`config.mk`:
```
export PLATFORM = sky130hd
export DESIGN_NAME = booth_pp_accumulator
export DESIGN_NICKNAME = d
export VERILOG_FILES = /design/src/rtl/booth_pkg.sv /design/src/rtl/pp_shift_ext.sv /design/src/rtl/booth_pp_accumulator.sv
export SDC_FILE = /design/constraint.sdc
export NUM_CORES = 1
export LEC_CHECK = 0
export BUFFER_PORTS_ARGS = -buffer_cell sky130_fd_sc_hd__buf_2
export CAP_MARGIN = 10
export CORE_UTILIZATION = 61
export DETAILED_ROUTE_END_ITERATION = 10
export PLACE_DENSITY = 0.82
export SYNTH_ARGS = -nofsm -noshare
export SYNTH_HDL_FRONTEND = slang
export SYNTH_SLANG_ARGS = --single-unit
```
`constraint.sdc`:
```
create_clock -name clk -period 5.1 [get_ports clk]
set_input_delay 0.255 -clock clk [delete_from_list [all_inputs] [get_ports clk]]
set_output_delay 0.255 -clock clk [all_outputs]
set_load 0.005 [all_outputs]
```
`src/rtl/booth_pkg.sv`:
```
// Shared constants and FSM state type for the radix-4 Booth partial-product accumulator.
package booth_pkg;
  localparam int N      = 32;
  localparam int NUM_PP = N / 2;
  localparam int PP_W   = N + 2;

  typedef enum logic [1:0] {IDLE, ACCUM, DONE} state_t;
endpackage

```
`src/rtl/pp_shift_ext.sv`:
```
// Combinational sign-extension of one Booth partial product to 2N bits, weighted by 4^idx.
module pp_shift_ext
  import booth_pkg::*;
#(
  parameter int N     = 32,
  parameter int IDX_W = 5
) (
  input  logic [N+1:0]   pp,
  input  logic [IDX_W-1:0] idx,
  output logic [2*N-1:0] term
);
  logic [2*N-1:0] ext;

  assign ext  = {{(N-2){pp[N+1]}}, pp};
  assign term = ext << {idx, 1'b0};
endmodule

```
`src/rtl/booth_pp_accumulator.sv`:
```
// Accumulates NUM_PP radix-4 Booth partial products into a signed 2N-bit product.
// Optional macro BOOTH_ACC_PIPE_EN registers the extended term before the adder.
module booth_pp_accumulator #(
  parameter int N      = booth_pkg::N,
  parameter int NUM_PP = N / 2
) (
  input  logic           clk,
  input  logic           reset,
  input  logic           start,
  input  logic           pp_valid,
  input  logic [N+1:0]   pp_in,
  output logic           pp_ready,
  output logic [2*N-1:0] out,
  output logic           done,
  output logic           busy
);
  import booth_pkg::*;

  localparam int IDX_W = $clog2(NUM_PP) + 1;

  state_t           state;
  logic [2*N-1:0]   acc;
  logic [IDX_W-1:0] pp_idx;
  logic [2*N-1:0]   term;
  logic             accept;
  logic             last;

  pp_shift_ext #(.N(N), .IDX_W(IDX_W)) u_shift (
    .pp   (pp_in),
    .idx  (pp_idx),
    .term (term)
  );

  assign accept = pp_valid && pp_ready;
  assign last   = (pp_idx == IDX_W'(NUM_PP - 1));

`ifdef BOOTH_ACC_PIPE_EN
  logic [2*N-1:0] term_q;
  logic           term_vld;
  logic           drain;

  // Once the final term is captured, intake closes until it reaches acc.
  assign pp_ready = (state == ACCUM) && !drain;

  always_ff @(posedge clk or posedge reset) begin
    if (reset) begin
      state    <= IDLE;
      acc      <= '0;
      pp_idx   <= '0;
      out      <= '0;
      done     <= 1'b0;
      busy     <= 1'b0;
      term_q   <= '0;
      term_vld <= 1'b0;
      drain    <= 1'b0;
    end else begin
      done     <= 1'b0;
      term_vld <= 1'b0;
      if (term_vld) acc <= acc + term_q;
      case (state)
        IDLE, DONE: begin
          if (start) begin
            state  <= ACCUM;
            acc    <= '0;
            pp_idx <= '0;
            busy   <= 1'b1;
          end else begin
            state  <= IDLE;
          end
        end
        ACCUM: begin
          if (accept) begin
            term_q   <= term;
            term_vld <= 1'b1;
            pp_idx   <= pp_idx + 1'b1;
            if (last) drain <= 1'b1;
          end
          if (drain && term_vld) begin
            out   <= acc + term_q;
            done  <= 1'b1;
            busy  <= 1'b0;
            drain <= 1'b0;
            state <= DONE;
          end
        end
        default: state <= IDLE;
      endcase
    end
  end
`else
  logic [2*N-1:0] acc_next;

  assign pp_ready = (state == ACCUM);
  assign acc_next = acc + term;

  always_ff @(posedge clk or posedge reset) begin
    if (reset) begin
      state  <= IDLE;
      acc    <= '0;
      pp_idx <= '0;
      out    <= '0;
      done   <= 1'b0;
      busy   <= 1'b0;
    end else begin
      done <= 1'b0;
      case (state)
        IDLE, DONE: begin
          if (start) begin
            state  <= ACCUM;
            acc    <= '0;
            pp_idx <= '0;
            busy   <= 1'b1;
          end else begin
            state  <= IDLE;
          end
        end
        ACCUM: begin
          if (accept) begin
            acc    <= acc_next;
            pp_idx <= pp_idx + 1'b1;
            if (last) begin
              out   <= acc_next;
              done  <= 1'b1;
              busy  <= 1'b0;
              state <= DONE;
            end
          end
        end
        default: state <= IDLE;
      endcase
    end
  end
`endif
endmodule

```
; Word level (Yosys, flattened, before mapping)
; Index checks and enable logic that the tools add are counted.
[totals]
regBits = 137
output_inout_bits = 67
elab_cells = 40
[op_classes]
n_mux = 17
eq_ne = 6
reduce_logical = 8
add_sub_neg = 2
n_shift = 1
[op_table]
columns = operator, count
row1 = 2-to-1 mux 64 bit, 2
row2 = one-hot mux 64 bit (2 select lines), 1
row3 = adder 64 bit, 1
row4 = << shifter 64 x 6 -> 64 bit, 1
row5 = 2-to-1 mux 5 bit, 2
row6 = one-hot mux 5 bit (2 select lines), 1
row7 = 2-to-1 mux 1 bit, 7
row8 = AND reduction 3 bit, 2
row9 = adder 5 x 1 -> 5 bit (second input constant), 1
row10 = == test 5 x 4 -> 1 bit (second input constant), 1
row11 = 2-to-1 mux 2 bit, 2
row12 = inequality test 2 x 1 -> 1 bit (second input constant), 2
row13 = one-hot mux 2 bit (2 select lines), 1
row14 = AND reduction 4 bit, 1
row15 = == test 2 x 1 -> 1 bit (second input constant), 1
row16 = == test 2 bit (second input constant), 1
row17 = logical NOT 2 bit, 1
row18 = inequality test 2 bit (second input constant), 1
row19 = one-hot mux 1 bit (2 select lines), 1
row20 = AND reduction 2 bit, 1
row21 = nonzero test 2 bit, 1
row22 = OR reduction 2 bit, 1
row23 = logical AND 1 bit, 1

; Longest topological paths before layout
[logic_depth]
ltp_word = 4
depth_mapped = 22
depth_no_buf = 19

; Hierarchy
; From an unflattened synthesis, not the netlist that was laid out.
[unflattened]
cells_unflattened = 1327
hier_area_um2 = 11154.4
[modules_own_cells]
columns = mod, area_per_inst_um2, n_inst, cells_per_inst
row1 = booth_pp_accumulator, 8582.0, 1, 999
row2 = pp_shift_ext, 2572.5, 1, 328

; Worst setup path after synthesis
; No wires, ideal clock.
[synth_timing]
kind = reg2reg
startpoint = reg pp_idx[0]
endpoint = reg out[61]
path_stages_with_launch = 20
path_slack_ps = 882
synth_period_minus_slack_ps = 4218
required_ps = 4972
n_path_buf = 4
setup_time_ps = 128
arrival_time_ps = 4090
cell_sequence = dfrtp_1 -> buf_2 -> buf_4 -> buf_2 -> mux4_2 -> mux2_2 -> mux2i_1 -> nor2_1 -> ha_1 -> buf_4 -> nand4_1 -> nor2_1 -> nand3_1 -> a21oi_2 -> a211oi_2 -> o31ai_4 -> a211oi_2 -> o41ai_2 -> xnor2_1 -> o21ai_1
[synth_between]
elab_chain_len = 2
word_cells_on_any_way = 4
cone_classes = 1 x add/sub / 1 x eq/ne / 1 x shift / 1 x reduce/logical
[synth_lines]
columns = element, line_no
row1 = start: declaration, booth_pp_accumulator.sv:23  ; logic [IDX_W-1:0] pp_idx;
row2 = start signal: assignment, booth_pp_accumulator.sv:120  ; pp_idx <= pp_idx + 1'b1;
row3 = << shifter 64 x 6 -> 64 bit or == test 5 x 4 -> 1 bit (tied branches), "pp_shift_ext.sv:15, booth_pp_accumulator.sv:35"
row4 = adder 64 bit or AND reduction 3 bit (tied branches), --
row5 = end signal: assignment, booth_pp_accumulator.sv:122  ; out <= acc_next;
row6 = end: declaration, booth_pp_accumulator.sv:13  ; output logic [2*N-1:0] out,
; Several ways; a longest one is shown, not always the timed one.
; A chain may end at the register's enable or synchronous reset.

; Worst setup path in the final report
[layout_timing]
startpoint = reg pp_idx[0]
endpoint = reg out[50]
; Same word-level chain as after synthesis.

==> summary by stage <==
Die
The die span in x is 136 µm. The number of rows created at floorplan is 48. The die area is 18600 µm². Pin placement for this block handled 105 I/O pins. From bottom edge to top edge, the die measures 136 µm. The core outline area is 17400 µm². The initial cell density of the core is 0.631.

Critical path
The worst setup path is captured at a flip-flop. The critical path contains buffers and inverters numbering 2 combined. Along the worst path, the maximum fanout reaches 20. The critical path required time is 5440 ps.

STA classifies the critical path startpoint as a flip-flop. The delay of the slowest cell on the worst path is 600 ps. The critical path in this run is classified as reg -> reg. The signal arrival time at the worst endpoint is 5200 ps.

The critical path goes through buf_12 > mux4_2 > mux2_2 > o21ai_0 > nor2_1 > ha_1 > o21ai_0 > nor2_1 > a2111oi_0 > o41ai_1 > buf_4 > nand3_1 > a21oi_1 > a21oi_1 > o21ai_0 > xnor2_1 > o21ai_0. The critical path's most frequent cell is sky130_fd_sc_hd__o21ai_0. The slowest stage cell on the critical path is sky130_fd_sc_hd__dfrtp_4. The cell class contributing the biggest share of worst-path delay is compound AO/OA/AOI/OAI gates.

Drt
After detailed routing, the number of vias per cell comes to 6.37. The count of TritonRoute iterations in the first routing pass is 5. The mean routed wirelength per cell is 20.4 µm. The count of routing violations after the opening detailed-route iteration is 1157. The wire length after detailed routing is 33800 µm. The number of routed nets with antenna violations is 0.

The count of vias placed by the detailed router is 10.6k. For this run, design rule violations remaining after detail routing come to 0.

STA
The relative slew slack is 0.357. Setup repair after global routing left no endpoint under its margin. The final critical path time including I/O delays and setup is 4870 ps. The slew of the pin with the lowest slew margin is 961 ps. The count of final hold-check violations is 0. For this run, the top clock speed supported by timing is 206 MHz. The final-report max-slew violation count is 0. After routing, the total negative slack on setup checks comes to 0 ps.

The count of final setup violators is 0. Dividing the final minimum period by the clock period gives 0.954. Final hold analysis gives a worst-case slack of 51.8 ps. The clock tree skew after final layout is 10.9 ps.

GRT
The pin count of the biggest net entering global routing is 89. The via count of the first global-routing pass is 9613. The number of antenna violations at the first check in global routing is 0. After global routing the overflow that remains totals 0. The first-pass GRT wire length is 52800 µm. The aggregate global-route resource usage is 0.377.

Clock tree
TritonCTS built the clock tree. The maximum clock path buffer count is 2. The H-tree level count is 4. The number of buffers created by CTS is 17.

The clock-pin slew reported for the worst setup and hold paths after clock tree synthesis is 60 ps. The clock latency on the worst-skew pair is 430 ps. The clock tree root driver cell is sky130_fd_sc_hd__clkbuf_16. In this run the post-CTS setup repair buffer count came out at 0. The number of clock sinks is 137.

Layout
At the end of the flow the core is filled with cells to 0.700. The proportion of layout cells with a drive suffix above 1 is 0.153. Leaving out fill and tap cells, the most frequent cell in the layout is sky130_fd_sc_hd__nand2_1.

The antenna diode count is 0. The net count of the finished layout is 1528. The area growth from synthesis to layout is 11.0%.

The layout filler cell count is 1474. In the layout the commonest cells are sky130_fd_sc_hd__nand2_1 (216), sky130_fd_sc_hd__o21ai_0 (175), sky130_fd_sc_hd__dfrtp_1 (136), sky130_fd_sc_hd__a21oi_1 (135), sky130_fd_sc_hd__buf_2 (104).

Synthesis
sky130_fd_sc_hd__dfrtp_1 takes more of the synthesized area than any other cell. When the netlist entered floorplanning its net count stood at 1476. By area the synthesized netlist is led by sky130_fd_sc_hd__dfrtp_1 (31%), sky130_fd_sc_hd__o21ai_0 (8.0%), sky130_fd_sc_hd__nand2_1 (7.5%), sky130_fd_sc_hd__ha_1 (7.4%), sky130_fd_sc_hd__a21oi_1 (6.2%).

The fraction of synthesis flops using an asynchronous set or reset pin is 1.00. The count of flip-flops with a built-in enable after synthesis is 0. During synthesis, Yosys emitted a total of 0 warnings. The post-synthesis cell count is 1372. In the synthesized netlist the dominant register cell turns out to be sky130_fd_sc_hd__dfrtp_1.

The post-synthesis instance area is 11000 µm². The total of flip-flops plus latches after synthesis is 137. The proportion of netlist area held by the largest area contributor is 0.312. The synthesized area per cell is 8.01 µm².

Yosys mapped the design onto 69 distinct sky130hd cell types. The register area share after synthesis is 0.312.

Placed design
The final RePlAce weighted congestion is 1.07. The count of buffers added on input and output ports is 104. The post-detailed-placement half-perimeter wirelength is 25200 µm.

Run status
The run finished with clean final reports.

Hold path
The class of the most critical hold timing path is in -> reg.

Flow run
Max-cap violations in this run came to 0.
registers in the layout, indices dropped and copies added (netlist names):
name	count
done	1
state	2
out	64
busy	1
acc	64
pp_idx	5
routing by layer:
metal,GRT usage,vias to the layer above,routed length (µm)
met5,0,-,0
li1,-,5048,-
met2,0.554,475,14500
met1,0.542,4981,15300
met3,0.0667,72,2780
met4,0.154,0,1200
kinds of logic after synthesis:
family | synth area share
xor+xnor | 0.0486
fa+ha+maj | 0.0758
simple gates | 0.188
compound gates | 0.249
buf+inv | 0.0444
mux | 0.0823
flops | 0.312
final cells by class:
class,count,area [µm²],share of cell area
Sequential cell,137,3430,0.281
Timing Repair Buffer,130,743,0.0609
Tap cell,225,282,0.0231
Multi-Input combinational cell,1115,7090,0.581
Inverter,23,91.3,0.00749
Clock inverter,11,115,0.00944
Clock buffer,20,447,0.0366
per-stage QoR:
step	std cells	worst slack, ps	cell area, µm²
after floorplan	1372	882	11000
after global placement	1629	380	11600
after detailed placement	1629	323	11600
after CTS	1661	289	12200
after global routing	1661	23.2	12200
final	1661	235	12200
final timing paths:
path	startpoint	end	slack, ps	cells past startpoint
worst min-delay path	start	pp_idx[3]	50	2
worst min register to register	out[45]	out[45]	470	2
worst max-delay path	pp_idx[0]	out[50]	230	17
worst max register to register	pp_idx[0]	out[50]	230	17
max in group asynchronous	reset	acc[24]	3420	4
min in group asynchronous	reset	out[35]	480	3
Yosys cell counts (4+ instances only):
master / instances
sky130_fd_sc_hd__mux2_2: 11
sky130_fd_sc_hd__nor2b_1: 20
sky130_fd_sc_hd__xnor2_1: 31
sky130_fd_sc_hd__buf_4: 4
sky130_fd_sc_hd__nor3_1: 12
sky130_fd_sc_hd__nand2b_1: 7
sky130_fd_sc_hd__mux4_2: 16
sky130_fd_sc_hd__clkbuf_1: 69
sky130_fd_sc_hd__inv_1: 21
sky130_fd_sc_hd__a21oi_2: 4
sky130_fd_sc_hd__a31oi_1: 15
sky130_fd_sc_hd__buf_1: 6
sky130_fd_sc_hd__xor2_1: 30
sky130_fd_sc_hd__nor2_1: 89
sky130_fd_sc_hd__o21ai_0: 175
sky130_fd_sc_hd__o211ai_1: 4
sky130_fd_sc_hd__o21bai_1: 10
sky130_fd_sc_hd__and3_1: 8
sky130_fd_sc_hd__buf_2: 17
sky130_fd_sc_hd__nand2_1: 219
sky130_fd_sc_hd__a21oi_1: 136
sky130_fd_sc_hd__nand3_1: 52
sky130_fd_sc_hd__a211oi_1: 18
sky130_fd_sc_hd__a21boi_0: 5
sky130_fd_sc_hd__dfrtp_1: 137
sky130_fd_sc_hd__a31o_2: 9
sky130_fd_sc_hd__a21o_1: 36
sky130_fd_sc_hd__mux2i_1: 42
sky130_fd_sc_hd__o21ai_1: 7
sky130_fd_sc_hd__ha_1: 65
sky130_fd_sc_hd__and2_1: 14
sky130_fd_sc_hd__nand4_1: 26
what timing repair did:
item | 4_1_cts | 5_1_grt
hold buffers | 1 | 0
resized for setup | 0 | 1
hold endpoints to repair | 25 | 0
endpoints found under the setup margin | 0 | 4
Power is left out: the tool's default activity adds up to more than one toggle a clock period on the data nets, which glitch-free logic cannot reach.
